<file path="src/rtl/spr_rom_arb_pkg.sv">
// Shared types and constants for the graphics-ROM port arbiter.
package spr_rom_arb_pkg;

  typedef enum logic [1:0] {
    ST_IDLE = 2'd0,
    ST_BUSY = 2'd1,
    ST_DONE = 2'd2
  } state_e;

  typedef enum logic [1:0] {
    CL_NONE = 2'd0,
    CL_SPR  = 2'd1,
    CL_TILE = 2'd2,
    CL_LD   = 2'd3
  } client_e;

  localparam logic [3:0] BE_LO  = 4'h3;
  localparam logic [3:0] BE_HI  = 4'hC;
  localparam logic [3:0] BE_ALL = 4'hF;

  // Loader halfword lands in the low or high half of the 32-bit word.
  function automatic logic [3:0] ld_be(input logic half_sel);
    return half_sel ? BE_HI : BE_LO;
  endfunction

endpackage

</file>
<file path="src/rtl/spr_rom_arb_grant.sv">
// Priority selection between loader, sprite and tile plus the tile starvation counter.
module spr_rom_arb_grant
  import spr_rom_arb_pkg::*;
#(
  parameter int unsigned STARVE_LIMIT = 8
)
(
  input  logic    clk,
  input  logic    reset,
  input  logic    idle_i,
  input  logic    load_en_i,
  input  logic    ld_pending_i,
  input  logic    spr_req_i,
  input  logic    spr_hit_i,
  input  logic    tile_req_i,
  output client_e grant_o
);

  localparam logic [7:0] LIMIT = 8'(STARVE_LIMIT);

  logic [7:0] starve_q;
  logic [7:0] starve_d;
  client_e    grant_s;

  // A pending write always drains first, even once load_en has dropped.
  always_comb begin
    grant_s = CL_NONE;
    if (!idle_i) begin
      grant_s = CL_NONE;
    end else if (ld_pending_i) begin
      grant_s = CL_LD;
    end else if (load_en_i) begin
      grant_s = CL_NONE;
    end else if (tile_req_i && (starve_q >= LIMIT)) begin
      grant_s = CL_TILE;
    end else if (spr_req_i) begin
      grant_s = CL_SPR;
    end else if (tile_req_i) begin
      grant_s = CL_TILE;
    end else begin
      grant_s = CL_NONE;
    end
  end

  // Cache hits never touch memory, so they do not count against the tile.
  always_comb begin
    starve_d = starve_q;
    if (!tile_req_i) begin
      starve_d = 8'd0;
    end else if (grant_s == CL_TILE) begin
      starve_d = 8'd0;
    end else if ((grant_s == CL_SPR) && !spr_hit_i && (starve_q != 8'hFF)) begin
      starve_d = starve_q + 8'd1;
    end else begin
      starve_d = starve_q;
    end
  end

  always_ff @(posedge clk) begin
    if (reset) begin
      starve_q <= 8'd0;
    end else begin
      starve_q <= starve_d;
    end
  end

  assign grant_o = grant_s;

endmodule

</file>
<file path="src/rtl/spr_rom_arbiter.sv">
// Shares one 32-bit graphics-ROM port between sprite fetch, tile fetch and the ROM loader.
// Optional sprite hit cache enabled by defining SPR_ROM_ARB_HITCACHE_EN.
module spr_rom_arbiter
  import spr_rom_arb_pkg::*;
#(
  parameter int unsigned   AW           = 24,
  parameter logic [AW-1:0] SPR_BASE     = 24'h000000,
  parameter logic [AW-1:0] TILE_BASE    = 24'h080000,
  parameter int unsigned   STARVE_LIMIT = 8
)
(
  input  logic          clk,
  input  logic          reset,
  input  logic          load_en,
  input  logic          ld_we,
  input  logic [25:0]   ld_addr,
  input  logic [15:0]   ld_data,
  output logic          ld_busy,
  input  logic          spr_req,
  input  logic [18:0]   spr_addr,
  output logic [31:0]   spr_dout,
  output logic          spr_ack,
  input  logic          tile_req,
  input  logic [19:0]   tile_addr,
  output logic [31:0]   tile_dout,
  output logic          tile_ack,
  output logic          mem_req,
  output logic          mem_we,
  output logic [AW-1:0] mem_addr,
  output logic [3:0]    mem_be,
  output logic [31:0]   mem_wdata,
  input  logic          mem_ack,
  input  logic [31:0]   mem_rdata
);

  state_e        state_q;
  client_e       client_q;
  client_e       grant_s;
  logic          mem_req_q;
  logic          mem_we_q;
  logic [AW-1:0] mem_addr_q;
  logic [3:0]    mem_be_q;
  logic [31:0]   mem_wdata_q;
  logic [31:0]   spr_dout_q;
  logic [31:0]   tile_dout_q;
  logic          spr_ack_q;
  logic          tile_ack_q;
  logic          ld_busy_q;
  logic          ld_pending_q;
  logic [25:1]   ld_addr_q;
  logic [15:0]   ld_data_q;

  logic [AW-1:0] spr_maddr_s;
  logic [AW-1:0] tile_maddr_s;
  logic [AW-1:0] ld_maddr_s;
  logic          spr_hit_s;
  logic [31:0]   cache_data_s;
  logic          unused_s;

  // Sums wrap naturally at AW bits.
  assign spr_maddr_s  = SPR_BASE + AW'(spr_addr);
  assign tile_maddr_s = TILE_BASE + AW'(tile_addr);
  assign ld_maddr_s   = AW'(ld_addr_q[25:2]);
  assign unused_s     = ld_addr[0];

  spr_rom_arb_grant #(
    .STARVE_LIMIT (STARVE_LIMIT)
  ) u_grant (
    .clk          (clk),
    .reset        (reset),
    .idle_i       (state_q == ST_IDLE),
    .load_en_i    (load_en),
    .ld_pending_i (ld_pending_q),
    .spr_req_i    (spr_req),
    .spr_hit_i    (spr_hit_s),
    .tile_req_i   (tile_req),
    .grant_o      (grant_s)
  );

`ifdef SPR_ROM_ARB_HITCACHE_EN
  logic [AW-1:0] cache_addr_q;
  logic [31:0]   cache_data_q;
  logic          cache_vld_q;

  // Remember the last sprite word fetched; a write to that word invalidates it.
  always_ff @(posedge clk) begin
    if (reset) begin
      cache_addr_q <= {AW{1'b0}};
      cache_data_q <= 32'd0;
      cache_vld_q  <= 1'b0;
    end else if ((state_q == ST_BUSY) && mem_ack && (client_q == CL_SPR)) begin
      cache_addr_q <= mem_addr_q;
      cache_data_q <= mem_rdata;
      cache_vld_q  <= 1'b1;
    end else if ((grant_s == CL_LD) && (ld_maddr_s == cache_addr_q)) begin
      cache_vld_q  <= 1'b0;
    end else begin
      cache_vld_q  <= cache_vld_q;
    end
  end

  assign spr_hit_s    = cache_vld_q && (cache_addr_q == spr_maddr_s);
  assign cache_data_s = cache_data_q;
`else
  assign spr_hit_s    = 1'b0;
  assign cache_data_s = 32'd0;
`endif

  // Transaction sequencer: grant in IDLE, wait for mem_ack in BUSY, acknowledge in DONE.
  always_ff @(posedge clk) begin
    if (reset) begin
      state_q      <= ST_IDLE;
      client_q     <= CL_NONE;
      mem_req_q    <= 1'b0;
      mem_we_q     <= 1'b0;
      mem_addr_q   <= {AW{1'b0}};
      mem_be_q     <= 4'h0;
      mem_wdata_q  <= 32'd0;
      spr_dout_q   <= 32'd0;
      tile_dout_q  <= 32'd0;
      spr_ack_q    <= 1'b0;
      tile_ack_q   <= 1'b0;
      ld_busy_q    <= 1'b0;
      ld_pending_q <= 1'b0;
      ld_addr_q    <= 25'd0;
      ld_data_q    <= 16'd0;
    end else begin
      spr_ack_q  <= 1'b0;
      tile_ack_q <= 1'b0;
      case (state_q)
        ST_IDLE: begin
          client_q <= grant_s;
          case (grant_s)
            CL_SPR: begin
              if (spr_hit_s) begin
                spr_dout_q <= cache_data_s;
                spr_ack_q  <= 1'b1;
                state_q    <= ST_DONE;
              end else begin
                mem_req_q   <= 1'b1;
                mem_we_q    <= 1'b0;
                mem_addr_q  <= spr_maddr_s;
                mem_be_q    <= BE_ALL;
                mem_wdata_q <= {ld_data_q, ld_data_q};
                state_q     <= ST_BUSY;
              end
            end
            CL_TILE: begin
              mem_req_q   <= 1'b1;
              mem_we_q    <= 1'b0;
              mem_addr_q  <= tile_maddr_s;
              mem_be_q    <= BE_ALL;
              mem_wdata_q <= {ld_data_q, ld_data_q};
              state_q     <= ST_BUSY;
            end
            CL_LD: begin
              mem_req_q    <= 1'b1;
              mem_we_q     <= 1'b1;
              mem_addr_q   <= ld_maddr_s;
              mem_be_q     <= ld_be(ld_addr_q[1]);
              mem_wdata_q  <= {ld_data_q, ld_data_q};
              ld_pending_q <= 1'b0;
              state_q      <= ST_BUSY;
            end
            default: begin
              state_q <= ST_IDLE;
            end
          endcase
        end
        ST_BUSY: begin
          if (mem_ack) begin
            mem_req_q <= 1'b0;
            mem_we_q  <= 1'b0;
            case (client_q)
              CL_SPR: begin
                spr_dout_q <= mem_rdata;
                spr_ack_q  <= spr_req;
              end
              CL_TILE: begin
                tile_dout_q <= mem_rdata;
                tile_ack_q  <= tile_req;
              end
              default: begin
                spr_ack_q <= 1'b0;
              end
            endcase
            state_q <= ST_DONE;
          end else begin
            state_q <= ST_BUSY;
          end
        end
        ST_DONE: begin
          // A write captured during this one keeps the loader busy.
          if (client_q == CL_LD) begin
            ld_busy_q <= ld_pending_q;
          end else begin
            ld_busy_q <= ld_busy_q;
          end
          state_q <= ST_IDLE;
        end
        default: begin
          state_q <= ST_IDLE;
        end
      endcase
      // Loader capture is accepted in any state and overrides same-cycle clears.
      if (ld_we) begin
        ld_pending_q <= 1'b1;
        ld_busy_q    <= 1'b1;
        ld_addr_q    <= ld_addr[25:1];
        ld_data_q    <= ld_data;
      end
    end
  end

  assign mem_req   = mem_req_q;
  assign mem_we    = mem_we_q;
  assign mem_addr  = mem_addr_q;
  assign mem_be    = mem_be_q;
  assign mem_wdata = mem_wdata_q;
  assign spr_dout  = spr_dout_q;
  assign spr_ack   = spr_ack_q;
  assign tile_dout = tile_dout_q;
  assign tile_ack  = tile_ack_q;
  assign ld_busy   = ld_busy_q;

endmodule

</file>
<file path="config.mk">
export PLATFORM = sky130hd
export DESIGN_NAME = spr_rom_arbiter
export DESIGN_NICKNAME = d
export VERILOG_FILES = /design/src/rtl/spr_rom_arb_pkg.sv /design/src/rtl/spr_rom_arb_grant.sv /design/src/rtl/spr_rom_arbiter.sv
export SDC_FILE = /design/constraint.sdc
export NUM_CORES = 1
export LEC_CHECK = 0
export ABC_AREA = 0
export BUFFER_PORTS_ARGS = -buffer_cell sky130_fd_sc_hd__buf_2
export CORE_UTILIZATION = 44
export CTS_CLUSTER_SIZE = 24
export DETAILED_ROUTE_END_ITERATION = 8
export PLACE_DENSITY = 0.84
export SYNTH_ARGS = -nofsm -noshare
export SYNTH_HDL_FRONTEND = slang
export SYNTH_SLANG_ARGS = --single-unit
</file>
<file path="constraint.sdc">
create_clock -name clk -period 1.5 [get_ports clk]
set_input_delay 0.15 -clock clk [delete_from_list [all_inputs] [get_ports clk]]
set_output_delay 0.15 -clock clk [all_outputs]
set_load 0.02 [all_outputs]
</file>
# [Word-level counts from Yosys, hierarchy flattened]
# Cells that the tools add are included.
[totals] reg_bits=183 in_bits=120 out_inout_bits=129 wordCells=83
[op_classes] addsub=2 order_cmp=1 eq_ne=12 n_mux=23 bitwise=5 reduce_logical=24
[ops] operator="$pmux 24 s3" count=1
[ops] operator="$add 20x20->21 const A" count=1
[ops] operator="$mux 2" count=7
[ops] operator="$reduce_and 3->1" count=4
[ops] operator="$reduce_bool 2->1" count=6
[ops] operator="$eq 2x2->1 const B" count=5
[ops] operator="$reduce_and 2->1" count=5
[ops] operator="$mux 1" count=9
[ops] operator="$add 8x1->8 const B" count=1
[ops] operator="$ge 8x4->1 const B" count=1
[ops] operator="$ne 8x8->1 const B" count=1
[ops] operator="$pmux 4 s2" count=1
[ops] operator="$reduce_or 4->1" count=2
[ops] operator="$eq 2x1->1 const B" count=3
[ops] operator="$pmux 1 s2" count=3
[ops] operator="$reduce_or 3->1" count=2
[ops] operator="$not 1->1" count=5
[ops] operator="$mux 4" count=1
[ops] operator="$ne 2x2->1 const B" count=2
[ops] operator="$pmux 2 s2" count=1
[ops] operator="$ne 3x3->1 const B" count=1
[ops] operator="$reduce_bool 3->1" count=1
[ops] operator="$logic_and 1x1->1" count=2
[ops] operator="$logic_not 2->1" count=1
[ops] operator="$reduce_or 2->1" count=1

# [Depth between registers and ports, before layout]
# Gate-level depths: netlist of the first run.
[depth] word_depth=10 ltp_mapped=6 ltp_nobuf=4

# [Cells and area by module]
# A second synthesis of the first run with hierarchy kept.
[unflattened] hier_cells=785 area_unflattened_um2=6566.3
[by_module_without_submodules] mod="spr_rom_arbiter" n_inst=1 cells_each=734 area_each_um2=6120.9 seq_area_each_um2=3143.0
[by_module_without_submodules] mod="spr_rom_arb_grant" n_inst=1 cells_each=51 area_each_um2=445.4 seq_area_each_um2=160.2

# [Least setup slack after synthesis of the first run]
# Ideal clock, no wire load.
[synth_path] path_kind="register to register" startpoint="reg state_q[1]" endpoint="reg mem_addr_q[8] (netlist: mem_addr[8])" setup_ns=0.079 arrival_ns=1.567 required_ns=1.421 setup_slack_ns=-0.146 stages_incl_launch_ff=6 path_buffers=1 synth_period_minus_slack_ns=1.646 path_cell_list="dfxtp_1 > or4_4 > a211oi_4 > buf_6 > a221oi_2 > a211oi_2"
[synth_via] elab_chain_cells=5 elab_cells_between_ends=8 classes_between="eq/ne (3); mux (2); reduce/logical (3)"
[synth_rtl] item="start, declared" line="spr_rom_arbiter.sv:36" source="state_e state_q;"
[synth_rtl] item="start signal, assigned" line="spr_rom_arbiter.sv:112" source="state_q <= ST_IDLE;"
[synth_rtl] item="start signal, assigned" line="spr_rom_arbiter.sv:138" source="state_q <= ST_DONE;"
[synth_rtl] item="start signal, assigned" line="spr_rom_arbiter.sv:145" source="state_q <= ST_BUSY;"
[synth_rtl] item="$logic_not 2->1 (*)" line="spr_rom_arbiter.sv:71, spr_rom_arbiter.sv:130"
[synth_rtl] item="$mux 2" line="spr_rom_arb_grant.sv:28" source="if (!idle_i) begin"
[synth_rtl] item="$eq 2x2->1 or $eq 2x1->1 (tied branches)" line="spr_rom_arbiter.sv:133" source="case (grant_s)"
[synth_rtl] item="$reduce_bool 3->1 (no source line)"
[synth_rtl] item="$reduce_and 2->1 (no source line)"
[synth_rtl] item="end signal, assigned" line="spr_rom_arbiter.sv:142" source="mem_addr_q <= spr_maddr_s;"
[synth_rtl] item="end signal, assigned" line="spr_rom_arbiter.sv:151" source="mem_addr_q <= tile_maddr_s;"
[synth_rtl] item="end signal, assigned" line="spr_rom_arbiter.sv:159" source="mem_addr_q <= ld_maddr_s;"
[synth_rtl] item="end, declared" line="spr_rom_arbiter.sv:41" source="logic [AW-1:0] mem_addr_q;"
# Mark *: on every way between the ends. The rest lies on a longest branch, timed or not.
# A chain may end at the register's enable or synchronous reset.

# [Worst setup path after layout of the first run]
[layout_path] startpoint="reg state_q[0]" endpoint="reg tile_dout_q[31] (netlist: tile_dout[31])"
[layout_via] elab_chain_cells=2
[layout_rtl] item="$eq 2x1->1" line="spr_rom_arbiter.sv:130" source="case (state_q)"
[layout_rtl] item="$reduce_and 3->1 (no source line)"
[layout_rtl] item="end signal, assigned" line="spr_rom_arbiter.sv:180" source="tile_dout_q <= mem_rdata;"
[layout_rtl] item="end, declared" line="spr_rom_arbiter.sv:45" source="logic [31:0] tile_dout_q;"
# No other way between the ends.

==> report_table.html, run 1 <==
<table>
<tr><th>Metric</th><th>Value</th></tr>
<tr><th colspan="2">STA</th></tr>
<tr><td>Achievable clock frequency</td><td>566.6 MHz</td></tr>
<tr><td>Final WS setup</td><td>-265.0 ps</td></tr>
<tr><td>Worst slew margin relative to its limit</td><td>0.4667</td></tr>
<tr><td>Number of hold violations in the final report</td><td>0</td></tr>
<tr><td>Post-route minimum period</td><td>1765 ps</td></tr>
<tr><td>Clock Skews</td><td>10.98 ps</td></tr>
<tr><td>Tcrit/Tclk final</td><td>1.177</td></tr>
<tr><td>Final count of pins violating max slew</td><td>0</td></tr>
<tr><td>Endpoints failing setup</td><td>92</td></tr>
<tr><td>Worst Max-Slew Pin Slew</td><td>799.9 ps</td></tr>
<tr><td>RSZ-0062 raised after global routing</td><td>yes</td></tr>
<tr><th colspan="2">Synth</th></tr>
<tr><td>Library cell with the highest instance count after synthesis</td><td>nand2_1</td></tr>
<tr><td>Share of synthesized flip-flops with an asynchronous set or reset</td><td>0</td></tr>
<tr><td>Most area-consuming cells after synthesis</td><td>dfxtp_1 51%, nand2_1 11%, mux2i_1 7.0%</td></tr>
<tr><td>Unique masters post-synth</td><td>46</td></tr>
<tr><td>Register area share after synthesis</td><td>0.5098</td></tr>
<tr><td>Mean post-synth cell area</td><td>8.963 um2</td></tr>
<tr><td>Most instantiated flip-flop cell in the synthesis netlist</td><td>dfxtp_1</td></tr>
<tr><td>Leading area contributor after synthesis</td><td>dfxtp_1</td></tr>
<tr><td>Number of warning messages in the yosys log</td><td>0</td></tr>
<tr><td>Number of synthesized flops with an enable pin</td><td>0</td></tr>
<tr><td>Top-area cell type share of the netlist area</td><td>0.5098</td></tr>
<tr><td>Commonest cells in the synthesized netlist</td><td>186 x nand2_1, 165 x dfxtp_1, 84 x a21oi_1</td></tr>
<tr><td>Post-Synthesis Net Count</td><td>845</td></tr>
<tr><td>Cell area after technology mapping</td><td>0.006480 mm2</td></tr>
<tr><td>Seq cells post-synth</td><td>165</td></tr>
<tr><td>Post-Synthesis Cells</td><td>723</td></tr>
<tr><th colspan="2">Route</th></tr>
<tr><td>Detailed-routing iteration count for the pre-antenna-repair pass</td><td>5</td></tr>
<tr><td>Routed length per instance</td><td>21.71 um</td></tr>
<tr><td>Post-DR vias/cell</td><td>5.650</td></tr>
<tr><td>Remaining DRCs</td><td>0</td></tr>
<tr><td>Aggregate routed wire length</td><td>27620 um</td></tr>
<tr><td>DRT iter0 DRCs</td><td>600</td></tr>
<tr><td>Total via count in the routed design</td><td>7187</td></tr>
<tr><td>Post-detailed-route count of antenna-violating nets</td><td>0</td></tr>
<tr><th colspan="2">GRT</th></tr>
<tr><td>Pin count of the biggest net entering global routing</td><td>71</td></tr>
<tr><td>Residual overflow from global routing</td><td>0</td></tr>
<tr><td>Number of antenna violations at the first check in global routing</td><td>1</td></tr>
<tr><td>Global Route Usage Sum</td><td>0.2778</td></tr>
<tr><td>Wire length of the first global-routing pass</td><td>32320 um</td></tr>
<tr><td>Number of global-route vias before repair</td><td>6553</td></tr>
<tr><th colspan="2">Pwr</th></tr>
<tr><td>Leak pwr</td><td>4.996 nW</td></tr>
<tr><td>VDD IR-drop max</td><td>0.9356 mV</td></tr>
<tr><td>P per Cell Area</td><td>1024 mW/mm2</td></tr>
<tr><td>Overall power consumption</td><td>11.28 mW</td></tr>
<tr><th colspan="2">Layout</th></tr>
<tr><td>Antenna diode count</td><td>0</td></tr>
<tr><td>Number of cells in the finished layout apart from fillers</td><td>1272</td></tr>
<tr><td>NumNets Final</td><td>1201</td></tr>
<tr><td>Final-layout fill cell count</td><td>777</td></tr>
<tr><td>Final core occ</td><td>0.7817</td></tr>
<tr><td>Area growth from synthesis to layout</td><td>70.05%</td></tr>
<tr><td>Fraction of layout cells with a size suffix above 1</td><td>0.5101</td></tr>
<tr><th colspan="2">Floorplanning</th></tr>
<tr><td>Width of the die</td><td>123.4 um</td></tr>
<tr><td>Std-Cell Core Area</td><td>0.01410 mm2</td></tr>
<tr><td>Standard-cell rows</td><td>43</td></tr>
<tr><td>Effective utilization at floorplan</td><td>0.4597</td></tr>
<tr><td>I/O Pins</td><td>249</td></tr>
<tr><td>Die Y-Extent</td><td>123.4 um</td></tr>
<tr><td>Die footprint</td><td>0.01522 mm2</td></tr>
<tr><th colspan="2">Critical path</th></tr>
<tr><td>Worst-path fanout max</td><td>8</td></tr>
<tr><td>Type of element launching the critical path</td><td>register</td></tr>
<tr><td>Critical path class</td><td>reg -&gt; reg</td></tr>
<tr><td>Kind of capture point of the worst setup path</td><td>register</td></tr>
<tr><td>CP Data Arrival Time</td><td>2100 ps</td></tr>
<tr><td>Data required time of the critical path</td><td>1840 ps</td></tr>
<tr><th colspan="2">Status</th></tr>
<tr><td>Outcome</td><td>finished, violations left</td></tr>
<tr><td>Failing checks</td><td>negative setup slack</td></tr>
<tr><th colspan="2">Clock network</th></tr>
<tr><td>Clk sinks</td><td>165</td></tr>
<tr><td>Clock tree from TritonCTS</td><td>done</td></tr>
<tr><td>TritonCTS buffer count</td><td>17</td></tr>
<tr><td>Clock Root Buffer</td><td>clkbuf_16</td></tr>
<tr><td>Max Root-Sink Buffers</td><td>2</td></tr>
<tr><td>Clock transition at the register clock pins on the worst setup and hold paths after CTS</td><td>70 ps</td></tr>
<tr><td>Clock latency on the worst-skew pair</td><td>440 ps</td></tr>
<tr><td>CTS H-tree depth</td><td>4</td></tr>
<tr><th colspan="2">Placed design</th></tr>
<tr><td>Number of port buffers</td><td>247</td></tr>
<tr><td>RePlAce Congestion</td><td>0.8230</td></tr>
<tr><td>DP Wirelength</td><td>11750 um</td></tr>
<tr><td>Total placed cells including tap cells</td><td>1118</td></tr>
<tr><th colspan="2">Flow run</th></tr>
<tr><td>Max-capacitance violation count</td><td>0</td></tr>
<tr><th colspan="2">Worst hold path</th></tr>
<tr><td>Hold/Removal Path Class</td><td>in -&gt; reg</td></tr>
</table>
## critical path, stage by stage, from the launching register on
cell	delay, ps
dfxtp_2	340
buf_6	100
nand3b_1	160
buf_6	190
nor3b_4	240
buf_6	160
clkbuf_16	200
nand2_4	60
a21oi_2	220
## cell families after synthesis
| group | count (synthesis) | synth area share |
|---|---|---|
| DFF | 165 | 0.5098 |
| adders and majority gates | 2 | 0.003861 |
| muxes | 45 | 0.06951 |
| and+or+nand+nor | 291 | 0.1857 |
| AOI/OAI and AO/OA | 143 | 0.1709 |
| buffers and inverters | 77 | 0.06024 |
## per-stage QoR
stage	worst slack (ps)	cell area, um2	TNS, ps	hold WS, ps
after floorplan	-63.93	6551	-1843	259.9
after global placement	-171.9	8059	-2332	374.4
after detailed placement	-175.9	8059	-4385	376.2
after CTS	-207.1	9609	-7276	5.738
after global routing	-332.5	11020	-18080	22.62
final	-265.0	11020	-12770	24.80
## worst paths after layout
| kind | from | end | slack (ps) | cells past startpoint |
|---|---|---|---|---|
| max reg2reg | state_q[0] | tile_dout[31] | -260 | 8 |
| min | spr_addr[2] | mem_addr[2] | 20 | 3 |
| max | state_q[0] | tile_dout[31] | -260 | 8 |
| min reg2reg | ld_data_q[7] | mem_wdata[23] | 460 | 2 |
## cells in the final DEF, fill, tap and decap left out, drive strengths merged, types with 2 or more instances in the layout
cell and count:
a22oi 3, nor2 75, a31oi 2, nor3b 3, nand4 2, mux2i 45
dfxtp 165, ha 2, and2 3, buf 303, inv 12, o21ai 4
nand3 3, a211oi 23, nand2b 2, clkinv 4, nand2 186, a221oi 19
clkinvlp 3, a21oi 84, clkbuf 29, dlygate4sd3 91, nor2b 5, nor4 2
or3b 4, nor3 3, a222oi 2
## what timing repair did
item | 4_1_cts | 5_1_grt
hold endpoints to repair | 125 | 0
pin swaps | 4 | 138
hold buffers | 91 | 0
gates resized for setup | 8 | 249
buffers inserted | 1 | 13
cloned | 2 | 15
setup endpoints to repair | 84 | 107
## layer usage
metal  track usage  up-vias  part of all wire
met2        0.4846      475              0.50
met1        0.2971     3420              0.36
met4        0.1672        2             0.050
met3       0.07841      137             0.092
met5             0        -           0.00047
li1              -     3153                 -
## cell type report
cell class / count / area, um2 / share of cell area
Multi-Input combinational cell: 484 / 3787 / 0.3437
Sequential cell: 165 / 3308 / 0.3002
Timing Repair Buffer: 405 / 3098 / 0.2811
Clock buffer: 18 / 439.2 / 0.03985
Tap cell: 180 / 225.2 / 0.02044
Clock inverter: 14 / 138.9 / 0.01260
Inverter: 6 / 22.52 / 0.002044
## power by group
group | internal, mW | leakage [nW] | switching [mW]
clock | 2.37 | 0.276 | 1.99
sequential | 4.59 | 1.35 | 0.165
combinational | 0.985 | 3.37 | 1.18
total | 7.94 | 5.00 | 3.34
## sequential cells by signal, summed over array words and instances, names as in the netlist
name and flops:
mem_wdata 16, client_q 2, spr_ack 1, tile_ack 1, mem_we 1, tile_dout 32
ld_pending_q 1, mem_req 1, mem_addr 24, state_q 2, u_grant.starve_q 8, mem_be 2
spr_dout 32, ld_addr_q 25, ld_data_q 16, ld_busy 1
No activity file was read; power rests on OpenSTA's default activity.
==> run 2: changes to the inputs <==
--- a/config.mk
+++ b/config.mk
@@ -11,6 +11,7 @@
 export CTS_CLUSTER_SIZE = 24
 export DETAILED_ROUTE_END_ITERATION = 8
 export PLACE_DENSITY = 0.84
+export SETUP_SLACK_MARGIN = 0.4
 export SYNTH_ARGS = -nofsm -noshare
 export SYNTH_HDL_FRONTEND = slang
 export SYNTH_SLANG_ARGS = --single-unit
==> run 2 against run 1 <==
  * The run still ends with negative setup slack left
  * Clock skew increased by 3.6 ps
  * Critical path depth is the same
  * Final area is 7.0% higher
  * Clock power grew 8.3%
  * Routed wire length is 19% higher
==> report_table.html, run 2 (synthesized netlist as in run 1, its figures left out) <==
<table>
<tr><th>Metric</th><th>Value</th></tr>
<tr><th colspan="2">Clock network</th></tr>
<tr><td>CTS H-tree depth</td><td>4</td></tr>
<tr><td>Clock tree from TritonCTS</td><td>done</td></tr>
<tr><td>Clk sinks</td><td>165</td></tr>
<tr><td>Clock Root Buffer</td><td>clkbuf_16</td></tr>
<tr><td>Clock transition at the register clock pins on the worst setup and hold paths after CTS</td><td>70 ps</td></tr>
<tr><td>Clock latency on the worst-skew pair</td><td>430 ps</td></tr>
<tr><td>TritonCTS buffer count</td><td>17</td></tr>
<tr><td>Max Root-Sink Buffers</td><td>2</td></tr>
<tr><th colspan="2">GRT</th></tr>
<tr><td>Number of antenna violations at the first check in global routing</td><td>5</td></tr>
<tr><td>Number of global-route vias before repair</td><td>7344</td></tr>
<tr><td>Pin count of the biggest net entering global routing</td><td>103</td></tr>
<tr><td>Residual overflow from global routing</td><td>0</td></tr>
<tr><td>Wire length of the first global-routing pass</td><td>38030 um</td></tr>
<tr><td>Global Route Usage Sum</td><td>0.3331</td></tr>
<tr><th colspan="2">Critical path</th></tr>
<tr><td>Startpoint of the worst register-to-register path</td><td>state_q[0]</td></tr>
<tr><td>Reg2reg setup slack</td><td>-410 ps</td></tr>
<tr><td>CP Data Arrival Time</td><td>2220 ps</td></tr>
<tr><td>Crit Reg-Reg Endpoint</td><td>tile_dout[11]</td></tr>
<tr><td>Critical path class</td><td>reg -&gt; reg</td></tr>
<tr><td>Data required time of the critical path</td><td>1800 ps</td></tr>
<tr><td>Worst-path fanout max</td><td>7</td></tr>
<tr><td>Kind of capture point of the worst setup path</td><td>register</td></tr>
<tr><td>R2r worst-path depth</td><td>8</td></tr>
<tr><td>Type of element launching the critical path</td><td>register</td></tr>
<tr><th colspan="2">Placed design</th></tr>
<tr><td>Number of port buffers</td><td>247</td></tr>
<tr><td>RePlAce Congestion</td><td>0.8062</td></tr>
<tr><td>DP Wirelength</td><td>11730 um</td></tr>
<tr><th colspan="2">Worst hold path</th></tr>
<tr><td>Hold path depth</td><td>3</td></tr>
<tr><td>Origin of the worst min-delay path</td><td>spr_addr[3]</td></tr>
<tr><td>Hold/Removal Path Class</td><td>in -&gt; reg</td></tr>
<tr><td>Hold-critical path endpoint</td><td>mem_addr[3]</td></tr>
<tr><th colspan="2">STA</th></tr>
<tr><td>Worst hold slack</td><td>40.84 ps</td></tr>
<tr><td>RSZ-0062 raised after global routing</td><td>yes</td></tr>
<tr><td>Number of hold violations in the final report</td><td>0</td></tr>
<tr><td>Endpoints failing setup</td><td>104</td></tr>
<tr><td>Achievable clock frequency</td><td>522.7 MHz</td></tr>
<tr><td>Post-route minimum period</td><td>1913 ps</td></tr>
<tr><td>Tcrit/Tclk final</td><td>1.275</td></tr>
<tr><td>Final count of pins violating max slew</td><td>0</td></tr>
<tr><td>Clock Skews</td><td>14.60 ps</td></tr>
<tr><td>Worst Max-Slew Pin Slew</td><td>911.8 ps</td></tr>
<tr><td>Final WS setup</td><td>-413.1 ps</td></tr>
<tr><td>Worst slew margin relative to its limit</td><td>0.3921</td></tr>
<tr><th colspan="2">Route</th></tr>
<tr><td>Aggregate routed wire length</td><td>32830 um</td></tr>
<tr><td>Post-DR vias/cell</td><td>5.920</td></tr>
<tr><td>Remaining DRCs</td><td>0</td></tr>
<tr><td>DRT iter0 DRCs</td><td>668</td></tr>
<tr><td>Routed length per instance</td><td>25.14 um</td></tr>
<tr><td>Detailed-routing iteration count for the pre-antenna-repair pass</td><td>5</td></tr>
<tr><td>Post-detailed-route count of antenna-violating nets</td><td>0</td></tr>
<tr><td>Total via count in the routed design</td><td>7732</td></tr>
<tr><th colspan="2">Layout</th></tr>
<tr><td>Fraction of layout cells with a size suffix above 1</td><td>0.5784</td></tr>
<tr><td>Area growth from synthesis to layout</td><td>81.89%</td></tr>
<tr><td>Top library cells by usage in the layout, fill and taps aside</td><td>137 x buf_4, 127 x buf_2, 107 x nand2_1</td></tr>
<tr><td>Final-layout fill cell count</td><td>666</td></tr>
<tr><td>Most common cell after layout, fill and taps aside</td><td>buf_4</td></tr>
<tr><td>NumNets Final</td><td>1231</td></tr>
<tr><th colspan="2">Floorplanning</th></tr>
<tr><td>Die footprint</td><td>0.01522 mm2</td></tr>
<tr><td>Effective utilization at floorplan</td><td>0.4597</td></tr>
<tr><td>I/O Pins</td><td>249</td></tr>
<tr><td>Standard-cell rows</td><td>43</td></tr>
<tr><td>Width of the die</td><td>123.4 um</td></tr>
<tr><td>Std-Cell Core Area</td><td>0.01410 mm2</td></tr>
<tr><td>Die Y-Extent</td><td>123.4 um</td></tr>
<tr><th colspan="2">Status</th></tr>
<tr><td>Failing checks</td><td>negative setup slack</td></tr>
<tr><td>Outcome</td><td>finished, violations left</td></tr>
<tr><th colspan="2">Pwr</th></tr>
<tr><td>VDD IR-drop max</td><td>1.012 mV</td></tr>
<tr><td>Leak pwr</td><td>5.176 nW</td></tr>
<tr><td>Overall power consumption</td><td>11.94 mW</td></tr>
<tr><td>P per Cell Area</td><td>1013 mW/mm2</td></tr>
<tr><th colspan="2">Flow run</th></tr>
<tr><td>Max-capacitance violation count</td><td>0</td></tr>
</table>
## run 2: stage by stage
stage / worst slack, ps / util / instances / setup TNS [ps] / instance area, um2
2_1_floorplan: -61.75 / - / 723 / -3773 / 6613
3_3_place_gp: -126.7 / 0.5753 / 1119 / -4198 / 8109
3_5_place_dp: -147.5 / 0.5753 / 1119 / -7069 / 8109
4_1_cts: -172.2 / 0.7471 / 1272 / -9505 / 10530
5_1_grt: -499.1 / 0.8361 / 1306 / -24150 / 11790
6_report: -413.1 / 0.8361 / 1306 / -18660 / 11790
## run 2: metal layers
layer / up-vias / part of all wire / global-route usage
li1: 3217 / - / -
met1: 3640 / 0.31 / 0.3212
met2: 634 / 0.49 / 0.6013
met3: 239 / 0.11 / 0.1121
met4: 2 / 0.087 / 0.2191
met5: - / 0.00040 / 0
## run 2: how the worst max path moves through the flow
stage                     cells after the start  slack (ps)            end         start
after floorplan                               5         -60   mem_addr[14]  ld_pending_q
after global placement                        5        -130    mem_addr[7]  ld_pending_q
after detailed placement                      5        -150    mem_addr[4]  ld_pending_q
after CTS                                     5        -170    mem_addr[9]  ld_pending_q
after global routing                          8        -500  tile_dout[11]    state_q[0]
final                                         8        -410  tile_dout[11]    state_q[0]
## run 2: repair_timing
item                                    in CTS  in global routing
pin swaps                                   41                 90
hold endpoints to repair                   121                  0
cloned                                      13                  6
setup buffers                               15                 24
endpoints found under the setup margin     170                223
hold buffers                                93                  0
resized for setup                          153                318
## run 2: final cells by class
| class | instances | area [um2] | share of cell area |
|---|---|---|---|
| antenna | 4 | 10.01 | 0.0008493 |
| clock buffer | 22 | 484.2 | 0.04108 |
| clock inverter | 10 | 142.6 | 0.01210 |
| inverter | 6 | 22.52 | 0.001911 |
| multi-input combinational | 485 | 3662 | 0.3107 |
| sequential | 165 | 3408 | 0.2892 |
| tap | 180 | 225.2 | 0.01911 |
| timing repair buffer | 434 | 3831 | 0.3251 |
## run 2: power breakdown
| group | total [mW] | leakage (nW) | internal, mW | switching [mW] |
|---|---|---|---|---|
| Sequential | 4.79 | 1.38 | 4.60 | 0.188 |
| Combinational | 2.43 | 3.50 | 1.16 | 1.27 |
| Clock | 4.72 | 0.295 | 2.81 | 1.91 |
| Total | 11.9 | 5.18 | 8.57 | 3.37 |
## run 2: critical path, stage by stage, from the launching register on
cell	delay, ps
dfxtp_2	330
buf_6	110
nand3b_1	160
buf_6	180
nor3b_4	290
buf_6	160
clkbuf_16	180
nand2_2	70
a21oi_2	300
==> run 3: changes to the inputs <==
--- a/config.mk
+++ b/config.mk
@@ -10,8 +10,9 @@
 export CORE_UTILIZATION = 44
 export CTS_CLUSTER_SIZE = 24
 export DETAILED_ROUTE_END_ITERATION = 8
-export PLACE_DENSITY = 0.84
+export PLACE_DENSITY = 0.76
 export SETUP_SLACK_MARGIN = 0.4
+export SLEW_MARGIN = 10
 export SYNTH_ARGS = -nofsm -noshare
 export SYNTH_HDL_FRONTEND = slang
 export SYNTH_SLANG_ARGS = --single-unit
==> constraint.sdc (replaced) <==
create_clock -name clk -period 1.5 [get_ports clk]
set_input_delay 0 -clock clk [delete_from_list [all_inputs] [get_ports clk]]
set_output_delay 0 -clock clk [all_outputs]
set_load 0.02 [all_outputs]
==> run 3 against run 2 <==
  * Register-to-register slack gained 120 ps
  * Flip-flop and latch count did not move
  * The run still ends with negative setup slack left
  * Combinational power is 11% lower
  * Die area stayed put
  * Highest routed layer is now met4
==> report_table.html, run 3 (synthesized netlist as in run 1, its figures left out) <==
<table>
<tr><th>Metric</th><th>Value</th></tr>
<tr><th colspan="2">Pwr</th></tr>
<tr><td>Switching Fraction</td><td>0.2788</td></tr>
<tr><td>Leak pwr</td><td>4.784 nW</td></tr>
<tr><td>Part of the total power dissipated in the clock network</td><td>0.399</td></tr>
<tr><td>VDD IR-drop max</td><td>1.030 mV</td></tr>
<tr><td>Overall power consumption</td><td>11.50 mW</td></tr>
<tr><td>Logic pwr share</td><td>0.188</td></tr>
<tr><td>P per Cell Area</td><td>1086 mW/mm2</td></tr>
<tr><td>Internal Power</td><td>8.294 mW</td></tr>
<tr><td>Switch Pwr</td><td>3.207 mW</td></tr>
<tr><td>Register share of total power</td><td>0.413</td></tr>
<tr><th colspan="2">STA</th></tr>
<tr><td>Worst Max-Slew Pin Slew</td><td>678.5 ps</td></tr>
<tr><td>Endpoints failing setup</td><td>100</td></tr>
<tr><td>Achievable clock frequency</td><td>557.0 MHz</td></tr>
<tr><td>RSZ-0062 raised after global routing</td><td>yes</td></tr>
<tr><td>Tcrit/Tclk final</td><td>1.197</td></tr>
<tr><td>Worst slew margin relative to its limit</td><td>0.5476</td></tr>
<tr><td>Clock Skews</td><td>14.66 ps</td></tr>
<tr><td>Final count of pins violating max slew</td><td>0</td></tr>
<tr><td>Final WS setup</td><td>-295.4 ps</td></tr>
<tr><td>Total Negative Setup Slacks</td><td>-6550 ps</td></tr>
<tr><td>Number of hold violations in the final report</td><td>0</td></tr>
<tr><td>Post-route minimum period</td><td>1795 ps</td></tr>
<tr><th colspan="2">Route</th></tr>
<tr><td>Post-detailed-route count of antenna-violating nets</td><td>0</td></tr>
<tr><td>Total via count in the routed design</td><td>7246</td></tr>
<tr><td>Detailed-routing iteration count for the pre-antenna-repair pass</td><td>5</td></tr>
<tr><td>Routed length per instance</td><td>19.93 um</td></tr>
<tr><td>Post-DR vias/cell</td><td>5.591</td></tr>
<tr><td>Remaining DRCs</td><td>0</td></tr>
<tr><td>DRT iter0 DRCs</td><td>528</td></tr>
<tr><td>Aggregate routed wire length</td><td>25830 um</td></tr>
<tr><th colspan="2">Critical path</th></tr>
<tr><td>Series of cell instances along the critical path</td><td>or4_4 -&gt; a211oi_4 -&gt; buf_6 -&gt; buf_8 -&gt; a221oi_2 -&gt; a211oi_2</td></tr>
<tr><td>R2r worst-path depth</td><td>6</td></tr>
<tr><td>Worst-path fanout max</td><td>7</td></tr>
<tr><td>Kind of capture point of the worst setup path</td><td>register</td></tr>
<tr><td>Data required time of the critical path</td><td>1840 ps</td></tr>
<tr><td>Critical-path top delay cell</td><td>or4_4</td></tr>
<tr><td>Reg2reg setup slack</td><td>-300 ps</td></tr>
<tr><td>Largest stage delay, worst path</td><td>550 ps</td></tr>
<tr><td>CP Data Arrival Time</td><td>2130 ps</td></tr>
<tr><td>Startpoint of the worst register-to-register path</td><td>ld_pending_q</td></tr>
<tr><td>Worst setup startpoint</td><td>ld_pending_q</td></tr>
<tr><td>Critical path class</td><td>reg -&gt; reg</td></tr>
<tr><td>Crit Reg-Reg Endpoint</td><td>mem_addr[3]</td></tr>
<tr><td>Type of element launching the critical path</td><td>register</td></tr>
<tr><th colspan="2">GRT</th></tr>
<tr><td>Residual overflow from global routing</td><td>0</td></tr>
<tr><td>Number of global-route vias before repair</td><td>6761</td></tr>
<tr><td>Wire length of the first global-routing pass</td><td>33840 um</td></tr>
<tr><td>Global Route Usage Sum</td><td>0.2912</td></tr>
<tr><td>Number of antenna violations at the first check in global routing</td><td>1</td></tr>
<tr><td>Pin count of the biggest net entering global routing</td><td>53</td></tr>
<tr><th colspan="2">Layout</th></tr>
<tr><td>Most common cell after layout, fill and taps aside</td><td>buf_2</td></tr>
<tr><td>Final-layout fill cell count</td><td>854</td></tr>
<tr><td>Top library cells by usage in the layout, fill and taps aside</td><td>246 x buf_2, 166 x nand2_1, 162 x dfxtp_1</td></tr>
<tr><td>Fraction of layout cells with a size suffix above 1</td><td>0.4170</td></tr>
<tr><td>NumNets Final</td><td>1224</td></tr>
<tr><td>Area growth from synthesis to layout</td><td>63.43%</td></tr>
<tr><td>Number of cells in the finished layout apart from fillers</td><td>1296</td></tr>
<tr><td>Total area of multi-input combinational cells</td><td>0.003191 mm2</td></tr>
<tr><td>Final core occ</td><td>0.7513</td></tr>
<tr><td>Register area</td><td>0.003309 mm2</td></tr>
<tr><th colspan="2">Placed design</th></tr>
<tr><td>RePlAce Congestion</td><td>0.7855</td></tr>
<tr><td>Number of port buffers</td><td>247</td></tr>
<tr><td>DP Wirelength</td><td>11800 um</td></tr>
<tr><td>Worst slack at placement</td><td>-232.9 ps</td></tr>
<tr><td>Total placed cells including tap cells</td><td>1121</td></tr>
<tr><th colspan="2">Floorplanning</th></tr>
<tr><td>Die Y-Extent</td><td>123.4 um</td></tr>
<tr><td>I/O Pins</td><td>249</td></tr>
<tr><td>Effective utilization at floorplan</td><td>0.4597</td></tr>
<tr><td>Std-Cell Core Area</td><td>0.01410 mm2</td></tr>
<tr><td>Width of the die</td><td>123.4 um</td></tr>
<tr><td>Standard-cell rows</td><td>43</td></tr>
<tr><td>Die footprint</td><td>0.01522 mm2</td></tr>
<tr><th colspan="2">Clock network</th></tr>
<tr><td>Clock transition at the register clock pins on the worst setup and hold paths after CTS</td><td>70 ps</td></tr>
<tr><td>TritonCTS buffer count</td><td>17</td></tr>
<tr><td>Clock latency on the worst-skew pair</td><td>430 ps</td></tr>
<tr><td>Max Root-Sink Buffers</td><td>2</td></tr>
<tr><td>Clk sinks</td><td>165</td></tr>
<tr><td>Clock Root Buffer</td><td>clkbuf_16</td></tr>
<tr><td>Clock tree from TritonCTS</td><td>done</td></tr>
<tr><td>CTS H-tree depth</td><td>4</td></tr>
<tr><th colspan="2">Worst hold path</th></tr>
<tr><td>Hold/Removal Path Class</td><td>in -&gt; reg</td></tr>
<tr><td>Origin of the worst min-delay path</td><td>reset</td></tr>
<tr><td>Hold-critical path endpoint</td><td>ld_addr_q[9]</td></tr>
<tr><td>Hold path depth</td><td>3</td></tr>
<tr><th colspan="2">Status</th></tr>
<tr><td>Outcome</td><td>finished, violations left</td></tr>
<tr><td>Failing checks</td><td>negative setup slack</td></tr>
<tr><th colspan="2">Flow run</th></tr>
<tr><td>Max-capacitance violation count</td><td>0</td></tr>
</table>
-- run 3: cell types whose count changed in the layout (fill, tap and decap cells not counted), moves of 8 or more --
| cell | before | now |
|---|---|---|
| dfxtp_2 | 75 | 2 |
| dlygate4sd3_1 | 93 | 116 |
| buf_4 | 137 | 31 |
| nand2_1 | 107 | 166 |
| a21oi_2 | 50 | 29 |
| a21oi_1 | 32 | 55 |
| nand2_2 | 31 | 14 |
| nand2_4 | 47 | 6 |
| buf_2 | 127 | 246 |
| buf_6 | 44 | 19 |
| dfxtp_1 | 87 | 162 |
| buf_12 | 18 | 10 |
| buf_16 | 10 | 1 |
-- run 3: timing repair --
action,in CTS,in global routing
endpoints found under the setup margin,120,122
hold buffers,116,0
gates cloned,3,7
hold endpoints to repair,129,0
buffers inserted,5,11
gates resized for setup,19,92
pin swaps,7,32
-- run 3: through the flow --
step                hold WS (ps)  instance area, um2
floorplan                  113.7                6608
global placement           231.2                8061
detailed placement         240.5                8061
CTS                        51.85                9992
global route               135.5               10590
finish                     120.6               10590
-- run 3: how the worst max path moves through the flow --
stage	to	cells past startpoint
final	mem_addr[3]	6
after global routing	mem_addr[3]	6
after CTS	mem_addr[16]	5
after detailed placement	mem_addr[16]	5
after global placement	mem_addr[6]	5
after floorplan	mem_addr[14]	5
-- run 3: layout make-up --
cell class | count | area share
clock buffers | 20 | 0.04312
flip-flops and latches | 165 | 0.3125
diodes | 1 | 0.0002363
clock inverters | 12 | 0.01430
multi-input cells | 482 | 0.3013
inverters | 6 | 0.002127
well taps | 180 | 0.02127
repair buffers | 430 | 0.3052
-- run 3: critical path, delay by kind of cell (launching register included) --
family / cells / cell delay [ps]
AND/OR/NAND/NOR: 1 / 550
buffers and inverters: 2 / 310
flip-flops: 1 / 310
AO/OA/AOI/OAI: 3 / 530
-- run 3: per-layer routing --
| metal | wire [um] | GRT usage |
|---|---|---|
| met1 | 8943 | 0.3024 |
| met2 | 12940 | 0.5199 |
| met3 | 2474 | 0.09410 |
| met4 | 1465 | 0.1536 |
| met5 | 0 | 0 |
-- run 3: power by group through the flow --
stage | clock, mW | combinational [mW] | sequential (mW)
2_1_floorplan | 0 | 0.768 | 4.95
3_3_place_gp | 0 | 1.47 | 4.80
3_5_place_dp | 0 | 1.49 | 4.81
4_1_cts | 4.53 | 1.78 | 4.72
5_1_grt | 4.76 | 2.25 | 4.76
6_report | 4.59 | 2.17 | 4.75
